===== config.mk =====
export PLATFORM = sky130hd
export DESIGN_NAME = trace_fifo
export DESIGN_NICKNAME = d
export VERILOG_FILES = /design/src/rtl/trace_fifo.sv
export SDC_FILE = /design/constraint.sdc
export NUM_CORES = 1
export LEC_CHECK = 0
export ABC_CLOCK_PERIOD_IN_PS = 9550
export CAP_MARGIN = 10
export CORE_UTILIZATION = 34
export DETAILED_ROUTE_END_ITERATION = 10
export GPL_TIMING_DRIVEN = 0
export SYNTH_ARGS = -nofsm -noshare
export SYNTH_HDL_FRONTEND = slang
export SYNTH_SLANG_ARGS = --single-unit

===== constraint.sdc =====
create_clock -name clk -period 9.55 [get_ports clk]
set_input_delay 1.91 -clock clk [delete_from_list [all_inputs] [get_ports clk]]
set_output_delay 1.91 -clock clk [all_outputs]
set_load 0.05 [all_outputs]

===== src/rtl/trace_fifo.sv =====
// Execution-trace capture FIFO: samples core PC/ALU pairs each enabled cycle and drains them over valid/ready.
// Optional TRACE_FILTER_EN suppresses consecutive captures of an unchanged PC.
module trace_fifo #(
    parameter int DEPTH = 16,
    parameter int WIDTH = 32
) (
    input  logic                     clk,
    input  logic                     reset,
    input  logic [WIDTH-1:0]         pc_in,
    input  logic [WIDTH-1:0]         alu_in,
    input  logic                     capture_en,
    input  logic                     clear,
    output logic                     out_valid,
    input  logic                     out_ready,
    output logic [WIDTH-1:0]         out_pc,
    output logic [WIDTH-1:0]         out_alu,
    output logic [$clog2(DEPTH):0]   count,
    output logic                     overflow,
    output logic [15:0]              drop_cnt
);

    localparam int AW = $clog2(DEPTH);
    localparam logic [AW:0]   CNT_FULL = (AW+1)'(DEPTH);
    localparam logic [AW:0]   CNT_ONE  = (AW+1)'(1);
    localparam logic [AW-1:0] PTR_ONE  = AW'(1);

    logic [WIDTH-1:0] mem_pc  [DEPTH];
    logic [WIDTH-1:0] mem_alu [DEPTH];
    logic [AW-1:0]    wp;
    logic [AW-1:0]    rp;
    logic             push_req;
    logic             full;
    logic             pop;
    logic             push_ok;
    logic             drop;

`ifdef TRACE_FILTER_EN
    logic [WIDTH-1:0] last_pc;
    logic             last_vld;

    // Tracks the last enabled PC even when that sample was dropped on overflow.
    always_ff @(posedge clk or negedge reset) begin
        if (!reset) begin
            last_pc  <= '0;
            last_vld <= 1'b0;
        end else if (clear) begin
            last_pc  <= '0;
            last_vld <= 1'b0;
        end else if (capture_en) begin
            last_pc  <= pc_in;
            last_vld <= 1'b1;
        end
    end

    assign push_req = capture_en && (!last_vld || (pc_in != last_pc));
`else
    assign push_req = capture_en;
`endif

    assign full      = (count == CNT_FULL);
    assign out_valid = (count != '0);
    assign pop       = out_valid && out_ready && !clear;
    // A full FIFO still accepts a push when the head leaves on the same edge.
    assign push_ok   = push_req && !clear && (!full || pop);
    assign drop      = push_req && !clear && full && !pop;

    assign out_pc  = mem_pc[rp];
    assign out_alu = mem_alu[rp];

    always_ff @(posedge clk) begin
        if (push_ok) begin
            mem_pc[wp]  <= pc_in;
            mem_alu[wp] <= alu_in;
        end
    end

    always_ff @(posedge clk or negedge reset) begin
        if (!reset) begin
            wp       <= '0;
            rp       <= '0;
            count    <= '0;
            overflow <= 1'b0;
            drop_cnt <= '0;
        end else if (clear) begin
            wp       <= '0;
            rp       <= '0;
            count    <= '0;
            overflow <= 1'b0;
            drop_cnt <= '0;
        end else begin
            if (push_ok) begin
                wp <= wp + PTR_ONE;
            end
            if (pop) begin
                rp <= rp + PTR_ONE;
            end
            if (push_ok && !pop) begin
                count <= count + CNT_ONE;
            end else if (pop && !push_ok) begin
                count <= count - CNT_ONE;
            end
            if (drop) begin
                overflow <= 1'b1;
                if (drop_cnt != 16'hFFFF) begin
                    drop_cnt <= drop_cnt + 16'd1;
                end
            end
        end
    end

endmodule


== Word-level counts from Yosys, hierarchy flattened ==
Memories as Yosys holds them, arrays and structs flattened.
Index checks and enable logic that the tools add are counted.

* Equality and inequality tests: 2
* Add/sub/neg operators: 5
* Muxes and demuxes: 14
* Reductions and logical operators: 20

{| class="wikitable"
|+ Operators with widths
! operator !! number
|-
| $mux 16 || 3
|-
| $add 16x1->16 const B || 1
|-
| $mux 4 || 4
|-
| $ne 16x16->1 const B || 1
|-
| $mux 5 || 3
|-
| $add 4x1->4 const B || 2
|-
| $logic_and 1x1->1 || 8
|-
| $reduce_bool 2->1 || 4
|-
| $add 5x1->5 const B || 1
|-
| $eq 5x5->1 const B || 1
|-
| $reduce_bool 5->1 || 1
|-
| $sub 5x1->5 const B || 1
|-
| $logic_not 1->1 || 4
|-
| $mux 1 || 4
|-
| $reduce_bool 3->1 || 1
|-
| $reduce_and 2->1 || 1
|-
| $logic_or 1x1->1 || 1
|}

* Logic and storage cells: 48
* Memories kept: 2
* Bits in writable memories: 1024
* Output and inout port bits: 87
* Flip-flop bits (word level): 30

{| class="wikitable"
|+ Memory list
! memory !! words !! width !! rd ports !! clocked after Yosys merged registers in !! write ports !! line !! text
|-
| mem_alu || 16 || 32 || 1 || 0 || 1 || 28 || <nowiki>logic [WIDTH-1:0] mem_alu [DEPTH];</nowiki>
|-
| mem_pc || 16 || 32 || 1 || 0 || 1 || 27 || <nowiki>logic [WIDTH-1:0] mem_pc [DEPTH];</nowiki>
|}

== Longest topological paths before layout ==
Gate-level depths: netlist of run 1.

* Depth in word-level cells: 10
* Mapped depth: 10
* Depth with buffers taken out: 8

== Least setup slack after synthesis of run 1 ==
OpenSTA, ideal clock, no wires.

* Kind: input to register
* Start: in capture_en
* End: mem mem_alu[4][0] (enable)
* Arrival: 6.916 ns
* Setup time: 0.565 ns
* Buffers on the path: 2
* Cell stages on the path: 5
* Setup slack: 2.070 ns
* Data required time: 8.985 ns
* Cell sequence: clkbuf_1 > o311a_1 > buf_6 > nand2_1 > nor3_1

* Word-level cells in the longest chain between the ends: 4

{| class="wikitable"
|+ RTL lines
! element !! line !! text
|-
| start, declared || 11 || <nowiki>input logic capture_en,</nowiki>
|-
| $logic_and 1x1->1 (2 in a row) || 64 || <nowiki>assign push_ok = push_req && !clear && (!full || pop);</nowiki>
|-
| $mux 1 || 71 || <nowiki>if (push_ok) begin</nowiki>
|-
| $mux 1 (not written as such) || 73 || <nowiki>mem_alu[wp] <= alu_in;</nowiki>
|-
| end, declared || 28 ||
|}

Every way passes these cells.

== Worst setup path in the final report of run 1 ==
* Start: reg rp[1]
* End: out out_alu[5]

* Word-level cells in the longest chain between the ends: 1

{| class="wikitable"
|+ RTL lines
! element !! line !! text
|-
| start, declared || 30 || <nowiki>logic [AW-1:0] rp;</nowiki>
|-
| start signal, assigned || 95 || <nowiki>rp <= rp + PTR_ONE;</nowiki>
|-
| $mem_v2 16x32 || - ||
|-
| end, declared || 16 || <nowiki>output logic [WIDTH-1:0] out_alu,</nowiki>
|}

Every way passes these cells.

==> metrics.md, run 1 <==
| Metric | Value |
|---|---|
| Status | finished, final reports clean |
| Core Area | roughly 120,000 sq um |
| WHS | roughly 0.5 ns |
| Antenna viol nets, final | 0 |
| Final GP Congestion | 0.784 |
| Critical Path RT | around 7.6 ns |
| Worst Max-Slew Pin Slew | 1.20 ns |
| IO Port Bufs | between 150 and 200 |
| Non-filler instance count after layout | ~3.6k |
| Mapped Area | ~40,000 sq um |
| Clk_skew | 0.0330 ns |
| CP Launch Type | flip-flop |
| Cells on Worst Hold Path | 1 |
| WS Path Type | reg -> out |
| Total number of vias | approximately 19k |
| Most used DFF post-synth | edfxtp_1 |
| Placed cell areas | ~45,000 sq um |
| Design area | approximately 48,000 sq um |
| FP Rows | approximately 130 |
| CTS Buffer Depth | 3 |
| Reg area | about 32,000 sq um |
| Initial antenna violation count | 8 |
| Hold Buf Count CTS | 0 |
| First-pass GRT wire length | 137,000 um |
| Post-DR wirelength/cell | 26.7 um |
| IO Count | about 160 |
| Power, Total | roughly 11 mW |
| Count of cells resized by post-cts repair | 0 |
| Drt drc | 0 |
| Most frequent cell after synthesis | edfxtp_1 |
| Netlist cell types | 48 |
| Slowest cell on crit path | clkbuf_1 |
| Post-synth top area share | 76.4% |
| Multi-input logic area | 8430 sq um |
| DRT iter0 DRCs | ~1.8k |
| Part of the cycle the worst path needs | a little over two thirds |
| Worst hold path class | reg -> reg |
| Nets | just over 2k |
| Syn Inst Count | 1,632 |
| CP Capture Type | output pin |
| Max_slew headroom | about a fifth |
| Post-Syn Area per Cell | 24.7 sq um |
| Clock tree root driver cell | clkbuf_16 |
| Critical Path AT | roughly 4.8 ns |
| Number of post-CTS setup repair buffers | 0 |
| Die Y | 346 um |
| Most common cell on crit path | clkbuf_1 |
| Flop2flop setup slack | between 6 and 7 ns |
| EDFF count, synth | just over 1k |
| # placed instances | ~3.4k |
| HPWL Detailed | 58,600 um |
| Largest stage delay, worst path | around 0.81 ns |
| Final setup TNS | 0 ns |
| Router iterations before antenna repair | 5 |
| Post-synth top cells | edfxtp_1, mux4_2, clkbuf_1 |
| Fin util | about two fifths |
| Fraction of registers with async set/reset | 2.85% |
| YS warnings | 0 |
| Fill cell count | approximately 9.9k |
| Worst ir drop on vdd | between 0.1 and 0.15 mV |
| Routed vias/inst | between 5 and 6 |
| CTS tree | built |
| Post-Route WL | 95,000 um |
| Seq cells post-synth | between 1k and 1.5k |
| Sequential-to-total area share from yosys stat | 78.2% |
| Slew Limit Fails | 0 |
| Worst-path clk slew | around 0.060 ns |
| Synth area leaders | edfxtp_1, mux4_2, dfrtp_1 |
| Worst-path cell chain | clkbuf_1 -> clkbuf_1 -> clkbuf_1 -> mux4_2 -> mux4_2 -> clkdlybuf4s50_1 |
| Number of global-route vias before repair | 19.7k |
| Layout cell share with drive strength beyond 1 | roughly 29% |
| Power Density | between 200 and 250 nW/um^2 |
| Post-synth top area cell | edfxtp_1 |
| Post-Place Setup Slack | between 3 and 4 ns |
| Static leakage | 14.6 nW |
| Cell depth of the worst flop-to-flop path | 9 |
| DIE AREA | 120,000 sq um |
| Setup ws final | around 2.8 ns |
| Syn nets | ~1.7k |
| RSZ-0062 raised after global routing | false |
| Synthesis-to-layout area growth | 18.8% |
| Die Span X | roughly 350 um |
| FMAX | 149 MHz |
| GRT Util Overall | around 16% |
| CTS Buf Count | 103 |
| H-Tree Depth | 3 |
| Clock Latency Late Sink | around 0.67 ns |
| Min cycle time layout | between 6 and 7 ns |
| Initial Util | between 30% and 40% |
| Number of endpoints failing setup at the final stage | 0 |
| Hold Fails Final Rpt | 0 |
| CP max FO | 10 |
| CTS sink count | roughly 1.1k |
| MaxCap Viol Count | 0 |
| Largest net degree at the start of global routing | 44 |
| Congestion Overflow GR | 0 |
-- path summary, 6_finish.rpt --
path	startpoint	to
setup / recovery	rp[1]	out_alu[5]
hold / removal	overflow	overflow
setup reg to reg	count[0]	count[3]
hold reg to reg	overflow	overflow
max in group asynchronous	reset	drop_cnt[13]
min in group asynchronous	reset	drop_cnt[1]
-- logic make-up after synthesis --
group | count (synthesis) | synth area share [%]
AO/OA/AOI/OAI | 42 | 0.690
AND/OR/NAND/NOR | 98 | 1.42
XOR/XNOR | 4 | 0.0870
multiplexers | 330 | 18.2
buffers and inverters | 93 | 1.06
adder cells (fa/ha/maj) | 11 | 0.360
flip-flops | 1054 | 78.2
-- per-layer routing --
layer | vias to the layer above | GRT usage, % | routed length [um]
met4 | 10 | 4.19 | 1840
met1 | 10158 | 21.3 | 39800
li1 | 7730 | - | -
met2 | 647 | 26.2 | 47200
met5 | - | 0 | 66
met3 | 126 | 3.00 | 6050
-- power breakdown --
| part | switching [mW] | internal (mW) |
|---|---|---|
| sequential | 0.0321 | 5.14 |
| combinational | 1.37 | 1.05 |
| clock | 1.66 | 2.14 |
| total | 3.06 | 8.33 |
-- layout make-up --
| cell class | count | share of cell area (%) |
|---|---|---|
| flip-flops and latches | 1054 | 65.9 |
| multi-input cells | 485 | 17.6 |
| clock buffers | 127 | 5.75 |
| repair buffers | 210 | 5.11 |
| well taps | 1524 | 3.99 |
| plain buffers | 83 | 0.811 |
| clock inverters | 57 | 0.782 |
| inverters | 10 | 0.0785 |
| diodes | 2 | 0.0105 |
-- worst max-delay path, delay by kind of cell (launching register included) --
family / cells / cell delay (ns)
DFF: 1 / 0.37
muxes: 2 / 1.01
buffers and inverters: 4 / 2.74
-- sequential cells by signal, summed over array words and instances, names as in the netlist --
signal / count
wp: 4
mem_pc: 512
drop_cnt: 16
overflow: 1
rp: 4
count: 5
mem_alu: 512
-- layout by cell type (no fill, tap or decap), types with 5 or more instances in the layout --
cell / n
a21oi_1: 15
or4_1: 8
mux4_2: 320
o21ai_0: 5
nor2_1: 10
nand2_1: 14
dfrtp_1: 30
inv_1: 10
buf_6: 40
buf_12: 7
buf_1: 12
o31ai_1: 7
clkinv_2: 18
clkinv_1: 28
inv_6: 5
clkbuf_16: 107
nand3_1: 13
ha_1: 10
clkbuf_1: 54
buf_16: 13
and4_1: 5
buf_2: 32
nand4_1: 7
edfxtp_1: 1024
clkdlybuf4s50_1: 152
mux2_2: 6
Note: power is estimated with default switching activity, not from simulation.
==> run 2: changes to the inputs <==
--- a/config.mk
+++ b/config.mk
@@ -5,7 +5,7 @@
 export SDC_FILE = /design/constraint.sdc
 export NUM_CORES = 1
 export LEC_CHECK = 0
-export ABC_CLOCK_PERIOD_IN_PS = 9550
+export ABC_CLOCK_PERIOD_IN_PS = 6230
 export CAP_MARGIN = 10
 export CORE_UTILIZATION = 34
 export DETAILED_ROUTE_END_ITERATION = 10
==> constraint.sdc (replaced) <==
create_clock -name clk -period 6.23 [get_ports clk]
set_input_delay 1.246 -clock clk [delete_from_list [all_inputs] [get_ports clk]]
set_output_delay 1.246 -clock clk [all_outputs]
set_load 0.05 [all_outputs]
==> results of run 2 <==
The final DEF is identical to that of run 1. Status: finished, final reports clean.
Main changes from that run: setup slack after placement 3.54 ns -> 0.887 ns; setup slack after layout 2.84 ns -> 0.186 ns; register-to-register setup slack 6.27 ns -> 2.95 ns; total power 11.4 mW -> 17.5 mW; worst IR drop on VDD 0.138 mV -> 0.212 mV
==> run 3: changes to the inputs <==
--- a/config.mk
+++ b/config.mk
@@ -6,7 +6,7 @@
 export NUM_CORES = 1
 export LEC_CHECK = 0
 export ABC_CLOCK_PERIOD_IN_PS = 6230
-export CAP_MARGIN = 10
+export CORE_MARGIN = 8
 export CORE_UTILIZATION = 34
 export DETAILED_ROUTE_END_ITERATION = 10
 export GPL_TIMING_DRIVEN = 0
==> metrics.md, run 3 (synthesized netlist as in run 1, its figures left out) <==
| Metric | Value |
|---|---|
| RSZ-0062 raised after global routing | false |
| CTS sink count | 1,054 (unchanged) |
| Largest stage delay, worst path | 0.80 ns (about the same) |
| FP Rows | 126 (+0.80%) |
| Largest registers | mem_alu x512, mem_pc x512, drop_cnt x16 |
| Status | finished, final reports clean |
| Total number of vias | 18.6k (-0.55%) |
| Commonest non-fill, non-tap cell in the layout | edfxtp_1 |
| Final setup TNS | 0 ns (unchanged) |
| Count of cells resized by post-cts repair | 0 (unchanged) |
| CP bufs+invs | 4 (unchanged) |
| Post-Route WL | 95,100 um (+0.11%) |
| Cells on Worst Hold Path | 1 (unchanged) |
| CTS tree | built |
| Most common cell on crit path | clkbuf_1 |
| Worst ir drop on vdd | around 0.23 mV |
| Non-filler instance count after layout | 3,574 (+0.62%) |
| Initial Util | 34.2% (-0.27 points) |
| Cell depth of the worst flop-to-flop path | 9 (unchanged) |
| Part of the cycle the worst path needs | between 90% and 100% |
| Number of post-CTS setup repair buffers | 0 (unchanged) |
| CTS Buf Count | 104 (+0.97%) |
| Worst Max-Slew Pin Slew | 1.15 ns (-0.0533 ns) |
| Worst-path clk slew | 0.06 ns (about the same) |
| Most frequent cells in the layout | edfxtp_1, mux4_2, clkdlybuf4s50_1 |
| Number of global-route vias before repair | 19.7k (+0.24%) |
| Congestion Overflow GR | 0 (unchanged) |
| Synthesis-to-layout area growth | 19.0% |
| Worst-path cell chain | clkbuf_1 -> clkbuf_1 -> clkbuf_1 -> mux4_2 -> mux4_2 -> clkdlybuf4s50_1 |
| Nets | 2,027 (unchanged) |
| Max_slew headroom | 23.4% (+3.6 points) |
| WS Path Type | reg -> out |
| Hold Buf Count CTS | 0 (unchanged) |
| CP max FO | 10 (unchanged) |
| Die Y | 360 um (+4.0%) |
| RR Endpoint | count[3] |
| CP Launch Type | flip-flop |
| HP Start | overflow |
| Antenna viol nets, final | 0 (unchanged) |
| Fill cell count | 10.0k (+1.4%) |
| Critical path depth in cells | 6 (unchanged) |
| IO Count | 156 (unchanged) |
| IO Port Bufs | 153 (unchanged) |
| Critical Path AT | 4.67 ns (-0.13 ns) |
| Layout cell share with drive strength beyond 1 | 28.8% (+0.30 points) |
| MaxCap Viol Count | 0 (unchanged) |
| Flop2flop setup slack | about 3.0 ns |
| HPWL Detailed | 59,800 um (+2.1%) |
| DIE AREA | 130,000 sq um (+8.3%) |
| Fin util | 40.7% (-0.25 points) |
| Die Span X | 360 um (+4.0%) |
| FMAX | 169 MHz |
| GRT Util Overall | 14.4% (-1.4 points) |
| Crit-path leading delay family | buffers and inverters |
| Final GP Congestion | 0.762 (-2.8%) |
| Power Density | roughly 370 nW/um^2 |
| Largest net degree at the start of global routing | 37 (-16%) |
| Drt drc | 0 (unchanged) |
| Number of endpoints failing setup at the final stage | 0 (unchanged) |
| Static leakage | 14.6 nW (about the same) |
| Routed vias/inst | 5.20 (-1.2%) |
| Clock Latency Late Sink | 0.67 ns (about the same) |
| Placed cell areas | 44,700 sq um (about the same) |
| Post-DR wirelength/cell | 26.6 um (-0.51%) |
| # placed instances | 3,377 (+0.36%) |
| Worst Hold End | overflow |
| CTS Buffer Depth | 3 (unchanged) |
| Clock tree root driver cell | clkbuf_16 |
| Min cycle time layout | 5.91 ns |
| Design area | 47,900 sq um (+0.19%) |
| Hold Fails Final Rpt | 0 (unchanged) |
| Core Area | 118,000 sq um (+0.80%) |
| CP Capture Type | output pin |
| DRT iter0 DRCs | 1,704 (-4.8%) |
| Clk_skew | 0.0235 ns (-0.00947 ns) |
| Worst hold path class | reg -> reg |
| Slowest cell on crit path | clkbuf_1 |
| Reg2reg start | count[1] |
| Critical Path RT | between 4 and 5 ns |
| Router iterations before antenna repair | 5 (unchanged) |
| H-Tree Depth | 3 (unchanged) |
| First-pass GRT wire length | 138,000 um (+0.45%) |
| Slew Limit Fails | 0 (unchanged) |
| Initial antenna violation count | 17 (+9) |
run 3: cell types whose count changed in the layout (fill, tap and decap cells not counted), sizes merged:
cell / delta
diode: +7
bufinv: +3
clkinv: +1
inv: -3
clkbuf: -3
clkinvlp: +6
buf: -1
run 3: cell type report:
type                       count  area (sq um)  area share [%]
clock buffer                 124          2700            5.63
sequential                  1054         31500            65.7
inverter                      10          37.5          0.0783
multi-input combinational    485          8430            17.6
antenna                        9          22.5          0.0470
clock inverter                64           544            1.14
buffer                        83           388           0.809
tap                         1536          1920            4.01
timing repair buffer         209          2380            4.98
run 3: power by group:
group          total, mW  switching, mW  internal [mW]
combinational       3.71           2.10           1.61
clock               5.95           2.57           3.38
sequential          7.93         0.0502           7.88
run 3: metrics by stage:
step | power [mW] | hold slack [ns] | setup WS, ns
6_report | 17.6 | 0.487 | 0.317
5_1_grt | 18.2 | 0.518 | 0.165
4_1_cts | 17.8 | 0.491 | 0.253
3_5_place_dp | 11.9 | 0.474 | 0.981
3_3_place_gp | 11.8 | 0.477 | -6.81
2_1_floorplan | 10.6 | 0.522 | -0.586
run 3: worst max path at each step:
stage | start | endpoint | slack [ns]
5_1_grt | rp[1] | out_pc[3] | 0.16
3_5_place_dp | rp[1] | out_alu[3] | 0.98
6_report | rp[1] | out_alu[0] | 0.32
3_3_place_gp | out_ready | mem_pc[6][10] | -6.81
4_1_cts | rp[1] | out_alu[3] | 0.25
2_1_floorplan | capture_en | mem_alu[4][0] | -0.59
run 3: metal layers:
| metal | global-route usage, % | part of all wire (%) | vias up |
|---|---|---|---|
| met3 | 3.02 | 6.6 | 119 |
| met1 | 19.0 | 41 | 10051 |
| met4 | 3.25 | 1.6 | 8 |
| met5 | 0 | 0.054 | - |
| li1 | - | - | 7769 |
| met2 | 24.5 | 51 | 621 |
